## src/rtl/bcd_to_binary_pkg.sv

```systemverilog
// Shared constants and helpers for the BCD-to-binary converter.
// Digit thresholds live here so the adjust cell and the top agree on them.
package bcd_to_binary_pkg;

    localparam logic [3:0] BCD_MAX_DIGIT = 4'd9;
    localparam logic [3:0] ADJ_THRESHOLD = 4'd8;
    localparam logic [3:0] ADJ_OFFSET    = 4'd3;

    function automatic logic digit_invalid(input logic [3:0] digit);
        return digit > BCD_MAX_DIGIT;
    endfunction

endpackage

```

## src/rtl/bcd_digit_adjust.sv

```systemverilog
// One BCD digit of the reverse double-dabble correction step.
// Never underflows: the smallest adjusted input is 8, giving 5.
module bcd_digit_adjust
    import bcd_to_binary_pkg::*;
(
    input  logic [3:0] din,
    output logic [3:0] dout
);

    always_comb begin
        dout = din;
        if (din >= ADJ_THRESHOLD) begin
            dout = din - ADJ_OFFSET;
        end
    end

endmodule

```

## src/rtl/bcd_to_binary.sv

```systemverilog
// Iterative BCD-to-binary converter (reverse double-dabble) with a
// start/busy/done handshake and a fixed latency of 2*WIDTH+1 edges.
//
// Handshake: start is sampled only while idle; the accepting edge latches
// bcd and raises busy. done pulses for one cycle as busy falls, and bin and
// error are valid from that cycle and hold until the next done. start while
// busy is ignored; start in the done cycle is accepted.
module bcd_to_binary
    import bcd_to_binary_pkg::*;
#(
    parameter int LOG   = 3,
    parameter int WIDTH = 8
) (
    input  logic               clock,
    input  logic               reset_n,
    input  logic               start,
    input  logic [4*LOG-1:0]   bcd,
    output logic               busy,
    output logic               done,
    output logic [WIDTH-1:0]   bin,
    output logic               error
);

    localparam int CALC_W = 4*LOG + WIDTH;
    localparam int CNT_W  = $clog2(WIDTH + 1);

    localparam logic [1:0] S_IDLE   = 2'd0;
    localparam logic [1:0] S_SHIFT  = 2'd1;
    localparam logic [1:0] S_ADJUST = 2'd2;
    localparam logic [1:0] S_DONE   = 2'd3;

    logic [1:0]        state;
    logic [1:0]        next_state;
    logic [CALC_W-1:0] calc;
    logic [CALC_W-1:0] calc_adj;
    logic [4*LOG-1:0]  adj_digits;
    logic [CNT_W-1:0]  count;
    logic              invalid;
    logic              bcd_invalid;
    logic              last_iter;
    logic              ovf;
    logic              result_err;

    logic load_en;
    logic shift_en;
    logic adjust_en;
    logic finish_en;

    // Every digit of the BCD field is corrected in parallel.
    for (genvar g = 0; g < LOG; g++) begin : g_adjust
        bcd_digit_adjust u_adjust (
            .din  (calc[WIDTH + 4*g +: 4]),
            .dout (adj_digits[4*g +: 4])
        );
    end

    assign calc_adj   = {adj_digits, calc[WIDTH-1:0]};
    assign last_iter  = (count == CNT_W'(WIDTH - 1));
    assign ovf        = |calc[CALC_W-1:WIDTH];
    assign result_err = invalid | ovf;

    always_comb begin
        bcd_invalid = 1'b0;
        for (int i = 0; i < LOG; i++) begin
            if (digit_invalid(bcd[4*i +: 4])) begin
                bcd_invalid = 1'b1;
            end
        end
    end

    always_ff @(posedge clock or negedge reset_n) begin
        if (!reset_n) begin
            state <= S_IDLE;
        end else begin
            state <= next_state;
        end
    end

    always_comb begin
        next_state = state;
        case (state)
            S_IDLE:   if (start) next_state = S_SHIFT;
            S_SHIFT:  next_state = S_ADJUST;
            S_ADJUST: next_state = last_iter ? S_DONE : S_SHIFT;
            S_DONE:   next_state = S_IDLE;
            default:  next_state = S_IDLE;
        endcase
    end

    always_comb begin
        load_en   = 1'b0;
        shift_en  = 1'b0;
        adjust_en = 1'b0;
        finish_en = 1'b0;
        case (state)
            S_IDLE:   load_en   = start;
            S_SHIFT:  shift_en  = 1'b1;
            S_ADJUST: adjust_en = 1'b1;
            S_DONE:   finish_en = 1'b1;
            default:  ;
        endcase
    end

    always_ff @(posedge clock or negedge reset_n) begin
        if (!reset_n) begin
            calc    <= '0;
            count   <= '0;
            invalid <= 1'b0;
            busy    <= 1'b0;
            done    <= 1'b0;
            bin     <= '0;
            error   <= 1'b0;
        end else begin
            done <= finish_en;
            if (load_en) begin
                calc    <= {bcd, {WIDTH{1'b0}}};
                invalid <= bcd_invalid;
                count   <= '0;
                busy    <= 1'b1;
            end
            if (shift_en) begin
                calc <= calc >> 1;
            end
            if (adjust_en) begin
                calc  <= calc_adj;
                count <= count + CNT_W'(1);
            end
            // A bad digit still runs the full sequence so latency stays fixed.
            if (finish_en) begin
                error <= result_err;
                bin   <= result_err ? '0 : calc[WIDTH-1:0];
                busy  <= 1'b0;
            end
        end
    end

endmodule

```

## config.mk

```make
export PLATFORM = sky130hd
export DESIGN_NAME = bcd_to_binary
export DESIGN_NICKNAME = d
export VERILOG_FILES = /design/src/rtl/bcd_to_binary_pkg.sv /design/src/rtl/bcd_digit_adjust.sv /design/src/rtl/bcd_to_binary.sv
export SDC_FILE = /design/constraint.sdc
export NUM_CORES = 1
export LEC_CHECK = 0
export CORE_MARGIN = 2
export CORE_UTILIZATION = 48
export CTS_CLUSTER_SIZE = 40
export DETAILED_ROUTE_END_ITERATION = 8
export HOLD_SLACK_MARGIN = 0.05
export PLACE_DENSITY = 0.79
export SETUP_SLACK_MARGIN = 0.2
export SLEW_MARGIN = 10
export SYNTH_ARGS = -nofsm -noshare
export SYNTH_HDL_FRONTEND = slang
export SYNTH_SLANG_ARGS = --single-unit
```

## constraint.sdc

```tcl
create_clock -name clock -period 2.5 [get_ports clock]
set_clock_uncertainty 0.2 [all_clocks]
set_input_delay 0.625 -clock clock [delete_from_list [all_inputs] [get_ports clock]]
set_output_delay 0.625 -clock clock [all_outputs]
set_load 0.02 [all_outputs]
```

==> metrics list <==
- Element type at the critical path end: flop
- Yosys mapped a number of flops with a built-in enable equal to 0.
- By instance count, the leading cell after synthesis is sky130_fd_sc_hd__dfrtp_1.
* Kind of launch point of the worst setup path: flop
- Library cell used as clock root buffer: sky130_fd_sc_hd__clkbuf_8
- The run finished with clean final reports.
- CTS built an H-tree with a depth of 2.
- Critical path class: reg2reg
- Ranked by instance count, the synthesized netlist is headed by sky130_fd_sc_hd__dfrtp_1 (38), sky130_fd_sc_hd__a22o_1 (18), sky130_fd_sc_hd__nand2_1 (14), sky130_fd_sc_hd__inv_1 (10), sky130_fd_sc_hd__mux2i_1 (9).
- Minimum hold slack: ~0.29 ns
- 26 I/O pins were placed.
- The finished cells cover ~2400 um^2.
* Per-instance average area after synthesis: ~11 um^2
- Routed vias/inst: around 6.0
- For this design, the sink count on the clock tree is 38.
- In this run the worst hold path is classified as reg2reg.
- Synthesis instantiated between 40 and 50 different standard cells from the library.
* Die area: roughly 4600 um^2
- The number of nets in the synthesized netlist is around 200.
- Worst slew pin tran: about 0.55 ns
* Setup TNS Final: 0 ns
- At the end of the flow, the number of nets in the layout was 230.
* Total global routing track utilization: 0.2060
* Synth top area cells: sky130_fd_sc_hd__dfrtp_1 (49%), sky130_fd_sc_hd__a22o_1 (8.2%), sky130_fd_sc_hd__mux2i_1 (4.7%)
- Fraction of the yosys area taken by sequential cells: 0.4916
- Share of the synthesized area in the top cell type: 0.4916
- Clock network latency to the later pin of the worst-skew pair: 0.29 ns
* First-pass GRT wire length: around 6900 um
- Endpoint required time on the critical path: approximately 2.5 ns
- LEAKAGE: 1.108 nW
* Aggregate routed wire length: roughly 4200 um
* Largest voltage drop on the vdd net: roughly 0.58 mV
- In this run, synthesis produced a sequential element count of 38.
* Floorplan die width: about 67 um
* Post-CTS sizing: 0
- TritonCTS Buffers: 5
- After floorplanning, the core was sized to cover between 3000 and 4000 um^2.
- Number of warnings issued by yosys: 0
- Of all nets on the critical path, the largest fanout is 9.
- Setup repair after global routing left no endpoint under its margin.
- TritonCTS built the clock tree.
- Buffers added to address setup during post-CTS repair amount to 0.
- The number of global-route vias before repair is 1541.
* Wirelength per Cell: 16.14 um
- Crit path DAT: 2.19 ns
* Final critical delay including setup and external delays: 2.169 ns
* Syn Std Cell Area: 1934 um^2
- The number of antenna violations at the first check in global routing came to 0.
* Count of final setup violators: 0
- Placement Rows: 23
- Fraction of final layout cells sized beyond drive strength 1: 0.1244
- Antenna cells: 0
- The pre-antenna-repair detailed-routing pass consisted of 4 iterations.
- Final ANT Viol Nets: 0
- Of all cell types, the one taking the most synthesized area is sky130_fd_sc_hd__dfrtp_1.
- Relative slew slack: 0.6284
* Highest achievable clock rate: approximately 460 MHz
- Max-cap violations in this run came to 0.
* Post-synth ARST share: 1.000
* Remaining Overflow, GRT: 0
- Placed Cells incl. Taps: roughly 250
- For this block, the via count after detailed routing is 1554.
- Post-CTS Hold Fix Bufs: 0
- From bottom edge to top edge, the die measures 67.48 um.
- Final hold violations: 0
- CTS Buffer Depth: 2
- Post-layout total power: approximately 2.8 mW
* Number of instances in the synthesized netlist: around 180
* Initial standard-cell utilization of the core: 0.4906
- The max-slew violation total from the final report is 0.
* Placer congestion estimate: between 0.9 and 1
- # DRC: 0
* Placement Cell Area: between 2000 and 2500 um^2
- After clock tree synthesis, the clock-pin slew on the worst setup and hold paths is 0.07 ns.
* Initial DRC Count: 150
- Detailed-placement wirelength estimate: around 3000 um
- Post-route clock period utilization: 0.8675
- Power spread over the standard cell area amounts to 1144 nW/um^2.
* IO buf count: 25
* Pin count of the biggest net entering global routing: 39
- Among all flip-flop cells after synthesis, the most frequent one is sky130_fd_sc_hd__dfrtp_1.
* Post-layout instance count excluding filler cells: around 260
- Compared with the post-synthesis result, the final layout area differs by 25.16%.
-- power breakdown --
part	leakage [nW]	internal (mW)	total (mW)	switching, mW
clock network	0.0683	0.400	0.621	0.221
registers	0.488	0.816	1.05	0.232
logic	0.552	0.531	1.10	0.570
-- area by class of cell --
class	instances	area, um^2
tap	50	62.56
fill	307	1521
inverter	10	37.54
sequential	38	950.9
clock buffer	5	68.82
clock inverter	3	68.82
timing repair buffer	35	325.3
multi-input combinational	118	907.1
-- per-layer routing --
layer  share of wire  track usage  vias up
li1                -            -      717
met1            0.43       0.2382      758
met2            0.49       0.3517       62
met3           0.042      0.03667       17
met4           0.039       0.1276        0
met5               0            0        -
-- sequential cells by signal (all words and copies together), names as in the netlist --
| name | cells |
|---|---|
| bin | 8 |
| busy | 1 |
| calc | 20 |
| count | 4 |
| done | 1 |
| error | 1 |
| invalid | 1 |
| state | 2 |
-- path summary, 6_finish.rpt --
path                           from  endpoint  slack (ns)  cells past startpoint
hold reg to reg                busy      busy        0.29                      1
hold / removal                 busy      busy        0.29                      1
setup / recovery           calc[12]    bin[1]        0.33                      5
min in group asynchronous   reset_n    bin[1]        0.56                      2
max in group asynchronous   reset_n  count[1]        1.21                      2
setup reg to reg           calc[12]    bin[1]        0.33                      5
-- stage by stage --
stage / setup WS (ns) / util
finish: 0.3312 / 0.6141
global route: 0.2199 / 0.6141
global placement: 0.3018 / 0.5792
detailed placement: 0.2842 / 0.5792
floorplan: 0.6144 / -
CTS: 0.3332 / 0.6141
-- kinds of logic (layout without fill, tap and decap cells) --
family	Yosys count	after routing	share of synthesized area
AOI/OAI and AO/OA	53	53	0.2141
and+or+nand+nor	42	42	0.1248
DFF	38	38	0.4916
buffers and inverters	20	53	0.03946
muxes	14	14	0.07568
adders and majority gates	7	7	0.04528
xor gates and xnor gates	2	2	0.009057
-- layout by cell type (no fill, tap or decap), types with 4 or more instances in the layout --
master,instances
sky130_fd_sc_hd__dfrtp_1,38
sky130_fd_sc_hd__clkdlybuf4s50_1,25
sky130_fd_sc_hd__a22o_1,18
sky130_fd_sc_hd__nand2_1,14
sky130_fd_sc_hd__inv_1,10
sky130_fd_sc_hd__buf_4,10
sky130_fd_sc_hd__mux2i_1,9
sky130_fd_sc_hd__a21oi_1,7
sky130_fd_sc_hd__ha_1,7
sky130_fd_sc_hd__nor2_1,6
sky130_fd_sc_hd__nand2b_1,6
sky130_fd_sc_hd__o21ai_0,5
sky130_fd_sc_hd__mux2_2,5
sky130_fd_sc_hd__clkbuf_8,5
sky130_fd_sc_hd__a32oi_1,4
-- critical path, stage by stage, from the launching register on --
cell	delay, ns
sky130_fd_sc_hd__dfrtp_1	0.46
sky130_fd_sc_hd__inv_1	0.11
sky130_fd_sc_hd__ha_1	0.14
sky130_fd_sc_hd__or4b_4	0.47
sky130_fd_sc_hd__nor4_4	0.50
sky130_fd_sc_hd__a22o_1	0.22
Note: power is estimated with default switching activity, not from simulation.
